File: src/rtl/arbitro_memoria_dados_pkg.sv
// Shared types and constants for the data-memory arbiter.
package pkg_memoria;

  localparam int BITS_PALAVRA  = 16;
  localparam int END_REGISTROS = 16;

  // Identifies which master owns the current access.
  typedef logic id_mestre_t;

  typedef enum logic [1:0] {
    OCIOSO,
    ACESSO,
    RESPOSTA
  } estado_arb_t;

endpackage

File: src/rtl/arbitro_memoria_dados_if.sv
// Bus bundle between the two masters, the arbiter and the data memory.
interface arbitro_memoria_dados_if
  import pkg_memoria::*;
#(
  parameter int bits_palavra  = BITS_PALAVRA,
  parameter int end_registros = END_REGISTROS
);

  // Master-side handshake
  logic                     req0, req1;
  logic                     we0, we1;
  logic [end_registros-1:0] addr0, addr1;
  logic [bits_palavra-1:0]  wdata0, wdata1;
  logic                     gnt0, gnt1;
  logic                     rvalid0, rvalid1;
  logic [bits_palavra-1:0]  rdata;
  logic                     ocupado;

  // Memory-side port
  logic                     mem_hab_escrita;
  logic [end_registros-1:0] mem_endereco;
  logic [bits_palavra-1:0]  mem_entrada;
  logic [bits_palavra-1:0]  mem_saida;

  // Arbiter view
  modport slave (
    input  req0, req1, we0, we1, addr0, addr1, wdata0, wdata1, mem_saida,
    output gnt0, gnt1, rvalid0, rvalid1, rdata, ocupado,
           mem_hab_escrita, mem_endereco, mem_entrada
  );

  // Masters plus memory view (the environment around the arbiter)
  modport master (
    output req0, req1, we0, we1, addr0, addr1, wdata0, wdata1, mem_saida,
    input  gnt0, gnt1, rvalid0, rvalid1, rdata, ocupado,
           mem_hab_escrita, mem_endereco, mem_entrada
  );

endinterface

File: src/rtl/arbitro_memoria_dados_rr.sv
// Combinational two-input round-robin pick.
module rr_arbitro_2
  import pkg_memoria::*;
(
  input  logic       i_req0,
  input  logic       i_req1,
  input  id_mestre_t i_prioridade,
  output id_mestre_t o_vencedor,
  output logic       o_valido
);

  assign o_valido = i_req0 | i_req1;

  // Lone requester wins; on contention the prioritised master wins.
  always_comb begin
    // NOTE: default assignment first so no path leaves o_vencedor unassigned (no latch).
    o_vencedor = 1'b0;
    if (i_req0 && i_req1) begin
      o_vencedor = i_prioridade;
    end else if (i_req1) begin
      o_vencedor = 1'b1;
    end
  end

endmodule

File: src/rtl/arbitro_memoria_dados.sv
// Two-master round-robin arbiter and access sequencer for the data memory.
module arbitro_memoria_dados
  import pkg_memoria::*;
#(
  parameter int bits_palavra  = BITS_PALAVRA,
  parameter int end_registros = END_REGISTROS
) (
  input  logic                    clock,
  input  logic                    reset,
  arbitro_memoria_dados_if.slave  bus
);

  estado_arb_t              r_estado;
  id_mestre_t               r_prioridade;
  id_mestre_t               r_vencedor;
  logic                     r_gnt0, r_gnt1;
  logic                     r_rvalid0, r_rvalid1;
  logic                     r_ocupado;
  logic                     r_mem_hab_escrita;
  logic [end_registros-1:0] r_mem_endereco;
  logic [bits_palavra-1:0]  r_mem_entrada;

  id_mestre_t               w_vencedor;
  logic                     w_valido;
  logic                     w_we_sel;
  logic [end_registros-1:0] w_addr_sel;
  logic [bits_palavra-1:0]  w_wdata_sel;

  rr_arbitro_2 u_rr (
    .i_req0       (bus.req0),
    .i_req1       (bus.req1),
    .i_prioridade (r_prioridade),
    .o_vencedor   (w_vencedor),
    .o_valido     (w_valido)
  );

  assign w_we_sel    = w_vencedor ? bus.we1    : bus.we0;
  assign w_addr_sel  = w_vencedor ? bus.addr1  : bus.addr0;
  assign w_wdata_sel = w_vencedor ? bus.wdata1 : bus.wdata0;

  // Sequencer FSM: grant, one-cycle memory access, optional read response.
  always_ff @(posedge clock) begin
    if (!reset) begin
      // NOTE: memory-side registers are reset too, so the bus is quiet while reset is held.
      r_estado          <= OCIOSO;
      r_prioridade      <= 1'b0;
      r_vencedor        <= 1'b0;
      r_gnt0            <= 1'b0;
      r_gnt1            <= 1'b0;
      r_rvalid0         <= 1'b0;
      r_rvalid1         <= 1'b0;
      r_ocupado         <= 1'b0;
      r_mem_hab_escrita <= 1'b0;
      r_mem_endereco    <= '0;
      r_mem_entrada     <= '0;
    end else begin
      // NOTE: non-blocking assignments so every register sees pre-edge values.
      r_gnt0    <= 1'b0;
      r_gnt1    <= 1'b0;
      r_rvalid0 <= 1'b0;
      r_rvalid1 <= 1'b0;
      case (r_estado)
        OCIOSO: begin
          if (w_valido) begin
            r_vencedor        <= w_vencedor;
            r_prioridade      <= ~w_vencedor;
            r_gnt0            <= ~w_vencedor;
            r_gnt1            <= w_vencedor;
            r_mem_endereco    <= w_addr_sel;
            r_mem_entrada     <= w_we_sel ? w_wdata_sel : '0;
            r_mem_hab_escrita <= w_we_sel;
            r_ocupado         <= 1'b1;
            r_estado          <= ACESSO;
          end
        end
        ACESSO: begin
          r_mem_hab_escrita <= 1'b0;
          if (r_mem_hab_escrita) begin
            r_ocupado <= 1'b0;
            r_estado  <= OCIOSO;
          end else begin
            r_rvalid0 <= ~r_vencedor;
            r_rvalid1 <= r_vencedor;
            r_estado  <= RESPOSTA;
          end
        end
        RESPOSTA: begin
          r_ocupado <= 1'b0;
          r_estado  <= OCIOSO;
        end
        default: begin
          r_ocupado <= 1'b0;
          r_estado  <= OCIOSO;
        end
      endcase
    end
  end

  assign bus.gnt0         = r_gnt0;
  assign bus.gnt1         = r_gnt1;
  assign bus.rvalid0      = r_rvalid0;
  assign bus.rvalid1      = r_rvalid1;
  assign bus.ocupado      = r_ocupado;
  assign bus.mem_endereco = r_mem_endereco;
  assign bus.mem_entrada  = r_mem_entrada;
  // Write enable is qualified by reset so a write caught by reset never reaches the memory.
  assign bus.mem_hab_escrita = r_mem_hab_escrita & reset;
  assign bus.rdata           = (r_rvalid0 | r_rvalid1) ? bus.mem_saida : '0;

endmodule

File: src/flat_wrapper.sv
// flat-port wrapper written by rule: the top's interface ports become plain ports
module arbitro_memoria_dados_flat import pkg_memoria::*;
#(
  parameter int bits_palavra  = BITS_PALAVRA,
  parameter int end_registros = END_REGISTROS
)
  (clock, reset, bus_req0, bus_req1, bus_we0, bus_we1, bus_addr0, bus_addr1, bus_wdata0, bus_wdata1, bus_mem_saida, bus_gnt0, bus_gnt1, bus_rvalid0, bus_rvalid1, bus_rdata, bus_ocupado, bus_mem_hab_escrita, bus_mem_endereco, bus_mem_entrada);
  arbitro_memoria_dados_if #(.bits_palavra(bits_palavra), .end_registros(end_registros)) bus_i ();
  input  logic clock;
  input  logic reset;
  input wire logic [$bits(bus_i.req0)-1:0] bus_req0;
  input wire logic [$bits(bus_i.req1)-1:0] bus_req1;
  input wire logic [$bits(bus_i.we0)-1:0] bus_we0;
  input wire logic [$bits(bus_i.we1)-1:0] bus_we1;
  input wire logic [$bits(bus_i.addr0)-1:0] bus_addr0;
  input wire logic [$bits(bus_i.addr1)-1:0] bus_addr1;
  input wire logic [$bits(bus_i.wdata0)-1:0] bus_wdata0;
  input wire logic [$bits(bus_i.wdata1)-1:0] bus_wdata1;
  input wire logic [$bits(bus_i.mem_saida)-1:0] bus_mem_saida;
  output wire logic [$bits(bus_i.gnt0)-1:0] bus_gnt0;
  output wire logic [$bits(bus_i.gnt1)-1:0] bus_gnt1;
  output wire logic [$bits(bus_i.rvalid0)-1:0] bus_rvalid0;
  output wire logic [$bits(bus_i.rvalid1)-1:0] bus_rvalid1;
  output wire logic [$bits(bus_i.rdata)-1:0] bus_rdata;
  output wire logic [$bits(bus_i.ocupado)-1:0] bus_ocupado;
  output wire logic [$bits(bus_i.mem_hab_escrita)-1:0] bus_mem_hab_escrita;
  output wire logic [$bits(bus_i.mem_endereco)-1:0] bus_mem_endereco;
  output wire logic [$bits(bus_i.mem_entrada)-1:0] bus_mem_entrada;
  assign bus_i.req0 = bus_req0;
  assign bus_i.req1 = bus_req1;
  assign bus_i.we0 = bus_we0;
  assign bus_i.we1 = bus_we1;
  assign bus_i.addr0 = bus_addr0;
  assign bus_i.addr1 = bus_addr1;
  assign bus_i.wdata0 = bus_wdata0;
  assign bus_i.wdata1 = bus_wdata1;
  assign bus_i.mem_saida = bus_mem_saida;
  assign bus_gnt0 = bus_i.gnt0;
  assign bus_gnt1 = bus_i.gnt1;
  assign bus_rvalid0 = bus_i.rvalid0;
  assign bus_rvalid1 = bus_i.rvalid1;
  assign bus_rdata = bus_i.rdata;
  assign bus_ocupado = bus_i.ocupado;
  assign bus_mem_hab_escrita = bus_i.mem_hab_escrita;
  assign bus_mem_endereco = bus_i.mem_endereco;
  assign bus_mem_entrada = bus_i.mem_entrada;
  arbitro_memoria_dados #(.bits_palavra(bits_palavra), .end_registros(end_registros)) u_core (.clock(clock), .reset(reset), .bus(bus_i));
endmodule
File: config.mk
export PLATFORM = sky130hd
export DESIGN_NAME = arbitro_memoria_dados_flat
export DESIGN_NICKNAME = d
export VERILOG_FILES = /design/src/rtl/arbitro_memoria_dados_pkg.sv /design/src/rtl/arbitro_memoria_dados_if.sv /design/src/rtl/arbitro_memoria_dados_rr.sv /design/src/rtl/arbitro_memoria_dados.sv /design/src/flat_wrapper.sv
export SDC_FILE = /design/constraint.sdc
export NUM_CORES = 1
export LEC_CHECK = 0
export CELL_PAD_IN_SITES_DETAIL_PLACEMENT = 1
export CELL_PAD_IN_SITES_GLOBAL_PLACEMENT = 2
export CORE_MARGIN = 1
export CORE_UTILIZATION = 20
export DETAILED_ROUTE_END_ITERATION = 6
export GPL_ROUTABILITY_DRIVEN = 0
export PLACE_DENSITY = 0.95
export SYNTH_ARGS = -nofsm -noshare
export SYNTH_HDL_FRONTEND = slang
export SYNTH_SLANG_ARGS = --single-unit
export TNS_END_PERCENT = 5
File: constraint.sdc
create_clock -name clock -period 3 [get_ports clock]
set_input_delay 0.3 -clock clock [delete_from_list [all_inputs] [get_ports clock]]
set_output_delay 0.3 -clock clock [all_outputs]
set_load 0.01 [all_outputs]
==> results.json, run 1 <==
{
  "wl_per_cell_um": 13.8,
  "cts.htree.levels": 2,
  "ant_nets": 0,
  "postSynthNetCount": 270,
  "status": "finished, final reports clean",
  "clk_path_buf_depth": 2,
  "cts_tree": "built",
  "holdBufCountCts": 0,
  "dp_cells": 442,
  "io_buffer_count": 139,
  "finalHoldViolations": 0,
  "area_growth_pct": 81.1,
  "drc": 0,
  "skew_ps": 7.73,
  "grt_pass1_wl_um": 9230,
  "antenna_cells": 0,
  "dieArea_um2": 10200,
  "drv_slew": 0,
  "grt_remaining_overflow": 0,
  "routed_via_density": 4.14,
  "slowest_stage": "nor2_1",
  "drtPass1Iterations": 3,
  "register_area_um2": 841,
  "synth_top_cell_area_share_pct": 42.7,
  "final_common_cell": "clkdlybuf4s50_1",
  "wl_met2_um": 3120,
  "cts_buffers": 5,
  "synth.yosys.warnings": 0,
  "grt_usage_pct": 11.4,
  "postRouteWirelength_um": 6190,
  "grt_max_degree": 35,
  "yosysSeqAreaShare_pct": 42.7,
  "top_layer_used": "met4",
  "antenna_found_initial": 0,
  "cpPeakStageDelay_ps": 720,
  "finalCritPeriodShare_pct": 76.0,
  "nFillCells": 1105,
  "netlist_instances": 184,
  "cts_setup_buffers": 0,
  "hp-class": "flip-flop to flip-flop",
  "synth_cell_types": 29,
  "p_total_uw": 1600,
  "fin_crit_ps": 2280,
  "cts.repair.resized": 0,
  "pre_cts_ws_ps": 939,
  "critPathLaunchType": "flip-flop",
  "layout.cells.non_filler": 450,
  "drtIter0Drc": 21,
  "maxCapViolations": 0,
  "rsz0062_at_grt": "no",
  "relSlewSlack_pct": 37.7,
  "netlist_area_um2": 1970,
  "fmax_ghz": 0.438,
  "ir_worst_vdd_mv": 0.189,
  "yosys.area.top_type": "dfxtp_1",
  "synthTopCellsByArea": "dfxtp_1 (43%), mux2i_1 (17%), o2bb2ai_2 (7.6%)",
  "final_area_um2": 3560,
  "critPathMaxFanout": 16,
  "worstSetupEndpointType": "primary output",
  "die_x_um": 101,
  "worst-setup-path-type": "flip-flop to primary output",
  "multiInputGateArea_um2": 1000,
  "final_cell_mix": "clkdlybuf4s50_1 (139), dfxtp_1 (42), mux2i_1 (33)",
  "finalNetCount": 406,
  "path_clk_slew_ps": 80,
  "insertion_delay_ps": 290,
  "critPathRequiredTime_ps": 2700,
  "critPathBufInv": 1,
  "finalSetupViolations": 0,
  "tns_ps": 0,
  "fin_ws_ps": 719,
  "place_area_um2": 3420,
  "hpwl_um": 4890,
  "ys_seq_elements": 42,
  "syn_area_per_cell_um2": 10.7,
  "tightest_slew_ps": 931,
  "ios": 140,
  "first_global_vias": 1960,
  "met1Wirelength_um": 2470,
  "drive_gt1_share_pct": 9.03,
  "crit_chain": "nor2_1, nor2b_1, clkdlybuf4s50_1",
  "p_leak_uw": 0.00140,
  "power_density_nw_per_um2": 449,
  "clock_sinks": 42,
  "initial_core_util_pct": 21.0,
  "critical-path-top-delay-family": "simple AND/OR/NAND/NOR gates",
  "wl_met3_um": 587,
  "worst_ep_arrival_time_ps": 1980,
  "die_h_um": 101,
  "clockRootBuffer": "clkbuf_8",
  "coreArea_um2": 9370,
  "num_rows": 35,
  "routed-via-count": 1864
}
report_power, final:
| group | switching, uW | internal [uW] | total (uW) |
|---|---|---|---|
| clock | 200 | 334 | 534 |
| sequential | 32.4 | 608 | 640 |
| combinational | 168 | 257 | 425 |
| total | 400 | 1200 | 1600 |
cell families (layout without fill, tap and decap cells):
logic type,count (synthesis),count (layout),synth area share (%)
muxes,33,33,16.8
DFF,42,42,42.7
AOI/OAI and AO/OA,54,54,20.6
and+or+nand+nor,41,41,13.2
buffers and inverters,14,151,6.68
registers in the layout, summed over array words and instances (netlist names):
signal / cells
u_core.r_prioridade: 1
u_core.r_estado: 2
u_core.r_mem_hab_escrita: 1
u_core.bus.rvalid1: 1
u_core.bus.ocupado: 1
u_core.bus.rvalid0: 1
u_core.bus.gnt1: 1
u_core.bus.mem_entrada: 16
u_core.bus.mem_endereco: 16
u_core.r_vencedor: 1
u_core.bus.gnt0: 1
synth_stat cells:
cell / n
a21boi_0: 1
a21oi_1: 18
a32o_2: 1
and2_1: 4
and2_2: 1
and3_1: 1
buf_12: 1
buf_2: 2
buf_4: 2
buf_6: 4
buf_8: 2
clkbuf_1: 3
dfxtp_1: 42
mux2i_1: 33
nand2_1: 3
nand2_4: 1
nand2b_1: 2
nand3_4: 1
nor2_1: 4
nor2_2: 1
nor2b_1: 19
nor3_1: 2
nor3_2: 1
nor3b_1: 1
o21ai_0: 16
o21ai_1: 1
o21ai_2: 1
o2bb2ai_1: 6
o2bb2ai_2: 10
per-stage QoR:
stage / util [%] / hold slack (ps)
after floorplan: - / 405
after global placement: 36.5 / 431
after detailed placement: 36.5 / 430
after CTS: 38.0 / 448
after global routing: 38.0 / 476
final: 38.0 / 439
routing by layer:
metal,vias to the layer above,track usage (%)
li1,927,-
met1,848,12.1
met2,87,21.4
met3,2,3.86
met4,0,3.01
met5,-,0
cell type report:
type	instances	area share, %
Clock inverter	3	1.93
Clock buffer	5	1.93
Sequential cell	42	23.6
Timing Repair Buffer	143	39.9
Multi-Input combinational cell	128	28.1
Tap cell	129	4.53
final timing paths:
kind,slack [ps],from,end,depth (start not counted)
max reg2reg,1460,u_core.r_prioridade$_SDFFE_PN0P_,u_core.bus.mem_entrada[6]$_SDFFE_PN0P_,4
min,440,u_core.r_vencedor$_SDFFE_PN0P_,u_core.bus.rvalid0$_SDFF_PP0_,1
min reg2reg,440,u_core.r_vencedor$_SDFFE_PN0P_,u_core.bus.rvalid0$_SDFF_PP0_,1
max,720,u_core.bus.rvalid1$_SDFF_PP0_,bus_rdata[15],3
Note: power is estimated with default switching activity, not from simulation.
==> run 2, diff against run 1 <==
--- a/config.mk
+++ b/config.mk
@@ -8,10 +8,10 @@
 export CELL_PAD_IN_SITES_DETAIL_PLACEMENT = 1
 export CELL_PAD_IN_SITES_GLOBAL_PLACEMENT = 2
 export CORE_MARGIN = 1
-export CORE_UTILIZATION = 20
+export CORE_UTILIZATION = 17
 export DETAILED_ROUTE_END_ITERATION = 6
 export GPL_ROUTABILITY_DRIVEN = 0
-export PLACE_DENSITY = 0.95
+export PLACE_DENSITY = 0.88
 export SYNTH_ARGS = -nofsm -noshare
 export SYNTH_HDL_FRONTEND = slang
 export SYNTH_SLANG_ARGS = --single-unit
==> constraint.sdc (replaced) <==
create_clock -name clock -period 1.8 [get_ports clock]
set_input_delay 0.18 -clock clock [delete_from_list [all_inputs] [get_ports clock]]
set_output_delay 0.18 -clock clock [all_outputs]
set_load 0.01 [all_outputs]
==> run 2 against run 1 <==
  * Worst setup slack got worse by 610 ps
  * Wire length decreased by 1.1%
  * Utilization decreased by 5.1 points
==> results.json, run 2 (same netlist as run 1, synthesis figures left out) <==
{
  "status": "finished, final reports clean",
  "worst-setup-path-type": "flip-flop to primary output",
  "finalNetCount": 408,
  "worst_hold_slack_ps": 455,
  "relSlewSlack_pct": 40.3,
  "finalHoldViolations": 0,
  "cts_setup_buffers": 0,
  "fin_crit_ps": 1690,
  "critPathMaxFanout": 16,
  "insertion_delay_ps": 280,
  "cts_buffers": 5,
  "drtPass1Iterations": 4,
  "fmax_ghz": 0.593,
  "initial_core_util_pct": 17.8,
  "drtIter0Drc": 54,
  "clk_path_buf_depth": 2,
  "drv_slew": 0,
  "postRouteWirelength_um": 6120,
  "worstSetupEndpointType": "primary output",
  "maxCapViolations": 0,
  "dieArea_um2": 12000,
  "p_leak_uw": 0.00148,
  "final_cell_mix": "clkdlybuf4s50_1 (136), dfxtp_1 (42), mux2i_1 (33)",
  "num_rows": 38,
  "grt_remaining_overflow": 0,
  "coreArea_um2": 11100,
  "antenna_found_initial": 0,
  "worst_ep_arrival_time_ps": 1510,
  "rsz0062_at_grt": "no",
  "cts.repair.resized": 2,
  "routed-via-count": 1890,
  "skew_ps": 4.84,
  "holdBufCountCts": 0,
  "drc": 0,
  "critPathLaunchType": "flip-flop",
  "ant_nets": 0,
  "grt_max_degree": 38,
  "fin_util_pct": 32.9,
  "finalCritPeriodShare_pct": 93.8,
  "cts_tree": "built",
  "first_global_vias": 2006,
  "hpwl_um": 4740,
  "tightest_slew_ps": 892,
  "final_common_cell": "clkdlybuf4s50_1",
  "grt_pass1_wl_um": 9270,
  "cts.htree.levels": 2,
  "path_clk_slew_ps": 60,
  "clock_sinks": 42,
  "routed_via_density": 4.08,
  "critPathRequiredTime_ps": 1620,
  "ir_worst_vdd_mv": 0.386,
  "antenna_cells": 0,
  "die_h_um": 110,
  "area_growth_pct": 85.4,
  "ios": 140,
  "wl_per_cell_um": 13.2,
  "finalSetupViolations": 0,
  "grt_usage_pct": 10.0,
  "power_density_nw_per_um2": 744,
  "drive_gt1_share_pct": 10.2,
  "io_buffer_count": 139,
  "die_x_um": 110,
  "clockRootBuffer": "clkbuf_16",
  "hp-class": "flip-flop to flip-flop"
}
## run 2: through the flow
stage | cell area [um2] | std cells | TNS [ps] | setup slack [ps] | total power (uW)
after detailed placement | 3480 | 455 | -2730 | -127 | 1820
after global routing | 3650 | 463 | 0 | 0.173 | 2880
after global placement | 3480 | 455 | -720 | -63.6 | 1800
after floorplan | 1970 | 184 | 0 | 598 | 1400
after CTS | 3640 | 463 | 0 | 56.8 | 2780
final | 3650 | 463 | 0 | 112 | 2710
## run 2: final timing paths
kind         slack (ps)                       startpoint                                endpoint  cells after the start
max                 110    u_core.bus.rvalid1$_SDFF_PP0_                            bus_rdata[4]                      3
min                 460   u_core.r_vencedor$_SDFFE_PN0P_           u_core.bus.rvalid0$_SDFF_PP0_                      1
max reg2reg         280  u_core.r_estado[0]$_SDFFE_PN0P_  u_core.bus.mem_entrada[0]$_SDFFE_PN0P_                      3
min reg2reg         460   u_core.r_vencedor$_SDFFE_PN0P_           u_core.bus.rvalid0$_SDFF_PP0_                      1
## run 2: per-layer routing
layer / vias up / global-route usage [%] / wire, um
met2: 94 / 19.0 / 3060
li1: 931 / - / -
met5: - / 0 / 0
met1: 861 / 10.1 / 2370
met4: 0 / 2.48 / 51
met3: 4 / 4.09 / 646
## run 2: worst max-delay path: stages, from the launching register on
cell	delay [ps]
dfxtp_1	330
nor2_4	310
nor2b_1	90
clkdlybuf4s50_1	490
## run 2: area by class of cell
| type | instances | area, um2 |
|---|---|---|
| fill | 1263 | 7430 |
| timing repair buffer | 145 | 1470 |
| multi-input combinational | 128 | 1010 |
| sequential | 42 | 841 |
| tap | 140 | 175 |
| clock buffer | 5 | 125 |
| clock inverter | 3 | 25.0 |
## run 2: power by group
group | internal (uW) | switching, uW
Combinational | 439 | 283
Clock | 522 | 404
Sequential | 1010 | 53.1
Total | 1970 | 740
